## src/rtl/spi_master.sv

```systemverilog
// SPI mode-0 initiator for the header/address/data register-access protocol.
// One transaction per accepted start; every output comes straight from a flop.
module spi_master #(
  parameter int unsigned NB_DATA = 8,
  parameter int unsigned NB_ADDR = 8,
  parameter int unsigned CLK_DIV = 4
) (
  input  logic               clk_i,
  input  logic               reset_i,
  input  logic               start_i,
  input  logic               rw_i,
  input  logic [NB_ADDR-1:0] addr_i,
  input  logic [NB_DATA-1:0] wr_data_i,
  input  logic               miso_i,
  output logic               busy_o,
  output logic               done_o,
  output logic [NB_DATA-1:0] rd_data_o,
  output logic               sclk_o,
  output logic               csb_o,
  output logic               mosi_o
);

  localparam int unsigned NBits = 2 * NB_DATA + NB_ADDR;
  localparam int unsigned CntW  = (CLK_DIV > 1) ? $clog2(CLK_DIV) : 1;
  localparam int unsigned BitW  = $clog2(NBits);
  localparam logic [CntW-1:0] CntMax = CntW'(CLK_DIV - 1);
  localparam logic [BitW-1:0] BitMax = BitW'(NBits - 1);

  typedef enum logic [1:0] {StIdle, StShift, StTrail, StGap} state_e;

  state_e             state_q, state_d;
  logic [CntW-1:0]    cnt_q, cnt_d;
  logic [BitW-1:0]    bit_q, bit_d;
  logic [NBits-1:0]   tx_q, tx_d;
  logic [NB_DATA-1:0] rx_q, rx_d;
  logic               rw_q, rw_d;
  logic               sclk_q, sclk_d;
  logic               csb_q, csb_d;
  logic               mosi_q, mosi_d;
  logic               busy_q, busy_d;
  logic               done_q, done_d;
  logic [NB_DATA-1:0] rd_data_q, rd_data_d;

  logic [NBits-1:0]   frame;
  logic               phase_end;

  // Header is all zeros except its LSB, which carries rw; reads send a zero data field.
  assign frame     = {{(NB_DATA-1){1'b0}}, rw_i, addr_i,
                      (rw_i ? {NB_DATA{1'b0}} : wr_data_i)};
  assign phase_end = (cnt_q == CntMax);

  always_comb begin
    state_d   = state_q;
    cnt_d     = phase_end ? '0 : cnt_q + CntW'(1);
    bit_d     = bit_q;
    tx_d      = tx_q;
    rx_d      = rx_q;
    rw_d      = rw_q;
    sclk_d    = sclk_q;
    csb_d     = csb_q;
    mosi_d    = mosi_q;
    busy_d    = busy_q;
    done_d    = 1'b0;
    rd_data_d = rd_data_q;

    unique case (state_q)
      StIdle: begin
        cnt_d  = '0;
        csb_d  = 1'b1;
        sclk_d = 1'b0;
        mosi_d = 1'b0;
        busy_d = 1'b0;
        if (start_i) begin
          state_d = StShift;
          tx_d    = frame;
          rw_d    = rw_i;
          bit_d   = '0;
          csb_d   = 1'b0;
          busy_d  = 1'b1;
          mosi_d  = frame[NBits-1];
        end
      end
      StShift: begin
        if (phase_end) begin
          if (!sclk_q) begin
            sclk_d = 1'b1;
            rx_d   = {rx_q[NB_DATA-2:0], miso_i};
          end else begin
            sclk_d = 1'b0;
            if (bit_q == BitMax) begin
              state_d = StTrail;
              mosi_d  = 1'b0;
            end else begin
              bit_d  = bit_q + BitW'(1);
              tx_d   = tx_q << 1;
              mosi_d = tx_q[NBits-2];
            end
          end
        end
      end
      StTrail: begin
        if (phase_end) begin
          state_d = StGap;
          csb_d   = 1'b1;
        end
      end
      StGap: begin
        if (phase_end) begin
          state_d = StIdle;
          busy_d  = 1'b0;
          done_d  = 1'b1;
          if (rw_q) rd_data_d = rx_q;
        end
      end
      default: state_d = StIdle;
    endcase
  end

  always_ff @(posedge clk_i) begin
    if (reset_i) begin
      state_q   <= StIdle;
      cnt_q     <= '0;
      bit_q     <= '0;
      tx_q      <= '0;
      rx_q      <= '0;
      rw_q      <= 1'b0;
      sclk_q    <= 1'b0;
      csb_q     <= 1'b1;
      mosi_q    <= 1'b0;
      busy_q    <= 1'b0;
      done_q    <= 1'b0;
      rd_data_q <= '0;
    end else begin
      state_q   <= state_d;
      cnt_q     <= cnt_d;
      bit_q     <= bit_d;
      tx_q      <= tx_d;
      rx_q      <= rx_d;
      rw_q      <= rw_d;
      sclk_q    <= sclk_d;
      csb_q     <= csb_d;
      mosi_q    <= mosi_d;
      busy_q    <= busy_d;
      done_q    <= done_d;
      rd_data_q <= rd_data_d;
    end
  end

  assign busy_o    = busy_q;
  assign done_o    = done_q;
  assign rd_data_o = rd_data_q;
  assign sclk_o    = sclk_q;
  assign csb_o     = csb_q;
  assign mosi_o    = mosi_q;

endmodule
```

## config.mk

```make
export PLATFORM = sky130hd
export DESIGN_NAME = spi_master
export DESIGN_NICKNAME = d
export VERILOG_FILES = /design/src/rtl/spi_master.sv
export SDC_FILE = /design/constraint.sdc
export NUM_CORES = 1
export LEC_CHECK = 0
export ABC_AREA = 1
export ABC_CLOCK_PERIOD_IN_PS = 2100
export BUFFER_PORTS_ARGS = -buffer_cell sky130_fd_sc_hd__clkbuf_2
export CAP_MARGIN = 30
export CORE_MARGIN = 4
export CORE_UTILIZATION = 45
export DETAILED_ROUTE_END_ITERATION = 10
export GPL_TIMING_DRIVEN = 0
export PLACE_DENSITY_LB_ADDON = 0.2
export SLEW_MARGIN = 20
export SYNTH_ARGS = -nofsm -noshare
export SYNTH_HDL_FRONTEND = slang
export SYNTH_SLANG_ARGS = --single-unit
```

## constraint.sdc

```tcl
create_clock -name clk_i -period 2.1 [get_ports clk_i]
set_input_delay 0.42 -clock clk_i [delete_from_list [all_inputs] [get_ports clk_i]]
set_output_delay 0.42 -clock clk_i [all_outputs]
set_load 0.02 [all_outputs]
```

==> impl_metrics.prom <==
# TYPE chip_impl_metric gauge
chip_impl_metric{name="dp_hpwl",unit="mm"} 4.08
chip_impl_info{name="r2r-end",value="tx_q[12]"} 1
chip_impl_metric{name="wirelength",unit="mm"} 5.52
chip_impl_info{name="clk_root_buf",value="clkbuf_8"} 1
chip_impl_metric{name="synthesis.instances",unit=""} 358
chip_impl_info{name="gr-max-usage-layer",value="met2"} 1
chip_impl_info{name="clock_tree_from_tritoncts",value="done"} 1
chip_impl_metric{name="timing.final.hold_violations",unit=""} 0
chip_impl_info{name="holdCritStartpoint",value="miso_i"} 1
chip_impl_metric{name="postLayoutSetupSlackWorst",unit="ns"} 0.290
chip_impl_metric{name="die_height",unit="um"} 83.1
chip_impl_metric{name="share_of_final_layout_standard_cells_stronger_than_drive_strength_1",unit=""} 0.163
chip_impl_metric{name="met1_use_gr",unit=""} 0.210
chip_impl_metric{name="setup-violations-final",unit=""} 0
chip_impl_metric{name="cts-buffers-inserted",unit=""} 5
chip_impl_metric{name="ff2ff_path_depth",unit=""} 9
chip_impl_metric{name="postSynthRegisterBits",unit=""} 54
chip_impl_metric{name="floorplan.rows",unit=""} 27
chip_impl_metric{name="synth_enable_flop_cells",unit=""} 0
chip_impl_metric{name="r2r_slack",unit="ns"} 0.29
chip_impl_metric{name="ctsLongestPathBuffers",unit=""} 2
chip_impl_metric{name="vias",unit=""} 2332
chip_impl_metric{name="globalRouteTotalUtil",unit=""} 0.170
chip_impl_metric{name="route.detailed.vias_per_inst",unit=""} 4.96
chip_impl_info{name="post_synth_most_frequent_cells",value="nand2_1 (78), nor2_1 (78), dfxtp_1 (54)"} 1
chip_impl_metric{name="cts_resized",unit=""} 0
chip_impl_metric{name="finClkSkew",unit="ns"} 0.00789
chip_impl_metric{name="drc_violations",unit=""} 0
chip_impl_info{name="critical_path_capture_point_type",value="flip-flop"} 1
chip_impl_info{name="synth_area_leaders",value="dfxtp_1 (43%), nand2_1 (12%), nor2_1 (12%), nand3_1 (7.5%), a21oi_1 (4.5%)"} 1
chip_impl_metric{name="arrival",unit="ns"} 2.06
chip_impl_metric{name="postSynthNetCount",unit=""} 385
chip_impl_metric{name="synth.avg_cell_area",unit="um^2"} 7.09
chip_impl_metric{name="placement.io_buffers",unit=""} 32
chip_impl_metric{name="antenna_cells",unit=""} 0
chip_impl_metric{name="max_cap_violations",unit=""} 0
chip_impl_metric{name="slew_violations",unit=""} 0
chip_impl_metric{name="clock_pin_transition_on_the_worst_setup_and_hold_timing_paths",unit="ns"} 0.11
chip_impl_metric{name="wire_length_of_the_first_global_routing_pass",unit="mm"} 9.85
chip_impl_metric{name="yosysTopAreaCellShare",unit=""} 0.426
chip_impl_metric{name="dr.pass1.iters",unit=""} 5
chip_impl_metric{name="power_density",unit="nW/um^2"} 1270
chip_impl_metric{name="globalRouteMet2Util",unit=""} 0.293
chip_impl_metric{name="initial_utilization",unit=""} 0.464
chip_impl_metric{name="tightestPinTransition",unit="ns"} 0.550
chip_impl_info{name="timing_worst_setup_path_type",value="reg -> reg"} 1
chip_impl_metric{name="p_leak",unit="uW"} 0.00133
chip_impl_metric{name="final_global_route_overflow_total",unit=""} 0
chip_impl_info{name="worst_hold_path.endpoint",value="rx_q[0]"} 1
chip_impl_info{name="rsz0062_at_grt",value="false"} 1
chip_impl_metric{name="postCtsSetupBuffers",unit=""} 0
chip_impl_metric{name="grt_max_degree",unit=""} 19
chip_impl_info{name="yosysTopAreaCell",value="dfxtp_1"} 1
chip_impl_metric{name="timing.hold.worst_path_depth",unit=""} 3
chip_impl_metric{name="utilization",unit=""} 0.531
chip_impl_metric{name="top_level_ports",unit=""} 34
chip_impl_metric{name="timing.setup.tns",unit="ns"} 0
chip_impl_metric{name="count_of_synthesis_stage_warnings_from_yosys",unit=""} 0
chip_impl_info{name="status",value="finished clean"} 1
chip_impl_metric{name="final_worst_path_cycle_share",unit=""} 0.862
chip_impl_metric{name="detailed_route_wire_length_per_cell",unit="um"} 11.7
chip_impl_metric{name="synth.cell_area",unit="um^2"} 2540
chip_impl_metric{name="asyncSetResetFlopFracSynth",unit=""} 0
chip_impl_metric{name="die_area",unit="um^2"} 6900
chip_impl_metric{name="path_max_fanout",unit=""} 10
chip_impl_metric{name="layout.nets",unit=""} 424
chip_impl_metric{name="clock.fmax",unit="MHz"} 552
chip_impl_info{name="start_kind",value="flip-flop"} 1
chip_impl_metric{name="drt.antenna.violating_nets",unit=""} 0
chip_impl_metric{name="clock_tree.htree_level_count",unit=""} 2
chip_impl_metric{name="worstSkewPairLatency",unit="ns"} 0.31
chip_impl_info{name="critical_path.reg2reg.startpoint",value="state_q[1]"} 1
chip_impl_metric{name="drt-initial-drc-count",unit=""} 74
chip_impl_metric{name="relative_max_transition_margin",unit=""} 0.632
chip_impl_metric{name="ir_worst_vdd",unit="uV"} 661
chip_impl_metric{name="worst_ep_required_time",unit="ns"} 2.35
chip_impl_metric{name="fp.coreArea",unit="um^2"} 5470
chip_impl_metric{name="cts_hold_repair.buffers",unit=""} 0
chip_impl_metric{name="antenna_found_initial",unit=""} 0
chip_impl_metric{name="chip_width",unit="um"} 83.1
chip_impl_metric{name="yosysUniqueCellTypes",unit=""} 26
chip_impl_metric{name="gp_routability_congestion",unit=""} 0.734
chip_impl_metric{name="tritoncts_num_sinks",unit=""} 54
chip_impl_metric{name="placement.setup.worst_slack",unit="ns"} 0.273
chip_impl_metric{name="yosysSeqAreaShare",unit=""} 0.426
chip_impl_metric{name="min_period",unit="ns"} 1.81
chip_impl_metric{name="number_of_global_route_vias_before_repair",unit=""} 2187
chip_impl_info{name="yosys_most_used_dff",value="dfxtp_1"} 1
chip_impl_metric{name="areaGrowthSynthToFinish",unit="%"} 14.5
chip_impl_metric{name="use_met3",unit=""} 0.0407
chip_impl_metric{name="fill_cells",unit=""} 583
chip_impl_info{name="timing.hold.worst.class",value="in -> reg"} 1
chip_impl_metric{name="finalPower",unit="uW"} 3700
chip_impl_metric{name="post-route-cell-area",unit="um^2"} 2910
chip_impl_metric{name="dpl-instance-area",unit="um^2"} 2790
[layer usage]
| metal | vias to the layer above | wire length, um | share of wire |
|---|---|---|---|
| li1 | 1220 | - | - |
| met1 | 1054 | 2440 | 0.44 |
| met2 | 51 | 2700 | 0.49 |
| met3 | 7 | 309 | 0.056 |
| met4 | 0 | 65 | 0.012 |
| met5 | - | 0 | 0 |
[sequential cells by signal, summed over array words and instances, names as in the netlist, 2 cells and up]
register,cells
tx_q,23
rd_data_o,8
rx_q,8
bit_q,5
cnt_q,2
state_q,2
[layout by cell type, fill, tap and decap left out, types with 4 or more instances in the layout]
cell,netlist,final
buf_6,4,4
nand3_1,38,38
o21ai_0,10,10
a21boi_0,15,15
dfxtp_1,54,54
inv_1,18,18
ha_1,6,6
nor2_1,78,78
clkbuf_8,0,5
buf_2,7,7
clkbuf_1,5,5
clkbuf_2,0,32
nand2_1,78,78
a21oi_1,23,23
[report_power, final]
group	internal, uW	leakage (uW)	switching, uW
Sequential	1230	0.000442	116
Clock	364	0.0000563	367
Combinational	613	0.000833	1010
[logic make-up after synthesis]
| kind of cell | after synthesis | synth area share |
|---|---|---|
| DFF | 54 | 0.426 |
| AOI/OAI and AO/OA | 52 | 0.122 |
| adders and majority gates | 6 | 0.0296 |
| buffers and inverters | 41 | 0.0789 |
| and+or+nand+nor | 205 | 0.343 |
[per-stage QoR]
stage	hold WS (ns)	instances
final	0.324	470
after global routing	0.307	470
after CTS	0.323	470
after detailed placement	0.417	462
after global placement	0.409	462
after floorplan	0.398	358
[worst max-delay path by stage]
stage          startpoint        to  depth (start not counted)
2_1_floorplan  state_q[1]  tx_q[10]                         10
3_5_place_dp   state_q[1]  tx_q[12]                          9
5_1_grt        state_q[1]  tx_q[11]                          9
3_3_place_gp   state_q[1]  tx_q[11]                          9
4_1_cts        state_q[1]  tx_q[12]                          9
6_report       state_q[1]  tx_q[12]                          9
[critical path: stages, from the launching register on]
cell      delay (ns)
dfxtp_1         0.39
inv_1           0.08
ha_1            0.22
buf_6           0.15
inv_2           0.09
clkbuf_1        0.39
a21boi_0        0.16
nand3_1         0.11
nand2_1         0.05
nor2_1          0.12
[layout make-up]
type	count	area (um^2)	area share
plain buffers	18	114	0.0392
clock buffers	5	68.8	0.0237
well taps	72	90.1	0.0310
clock inverters	3	48.8	0.0168
flip-flops and latches	54	1080	0.372
repair buffers	32	160	0.0551
multi-input cells	263	1260	0.432
inverters	23	86.3	0.0297
No activity file was read; power rests on OpenSTA's default activity.
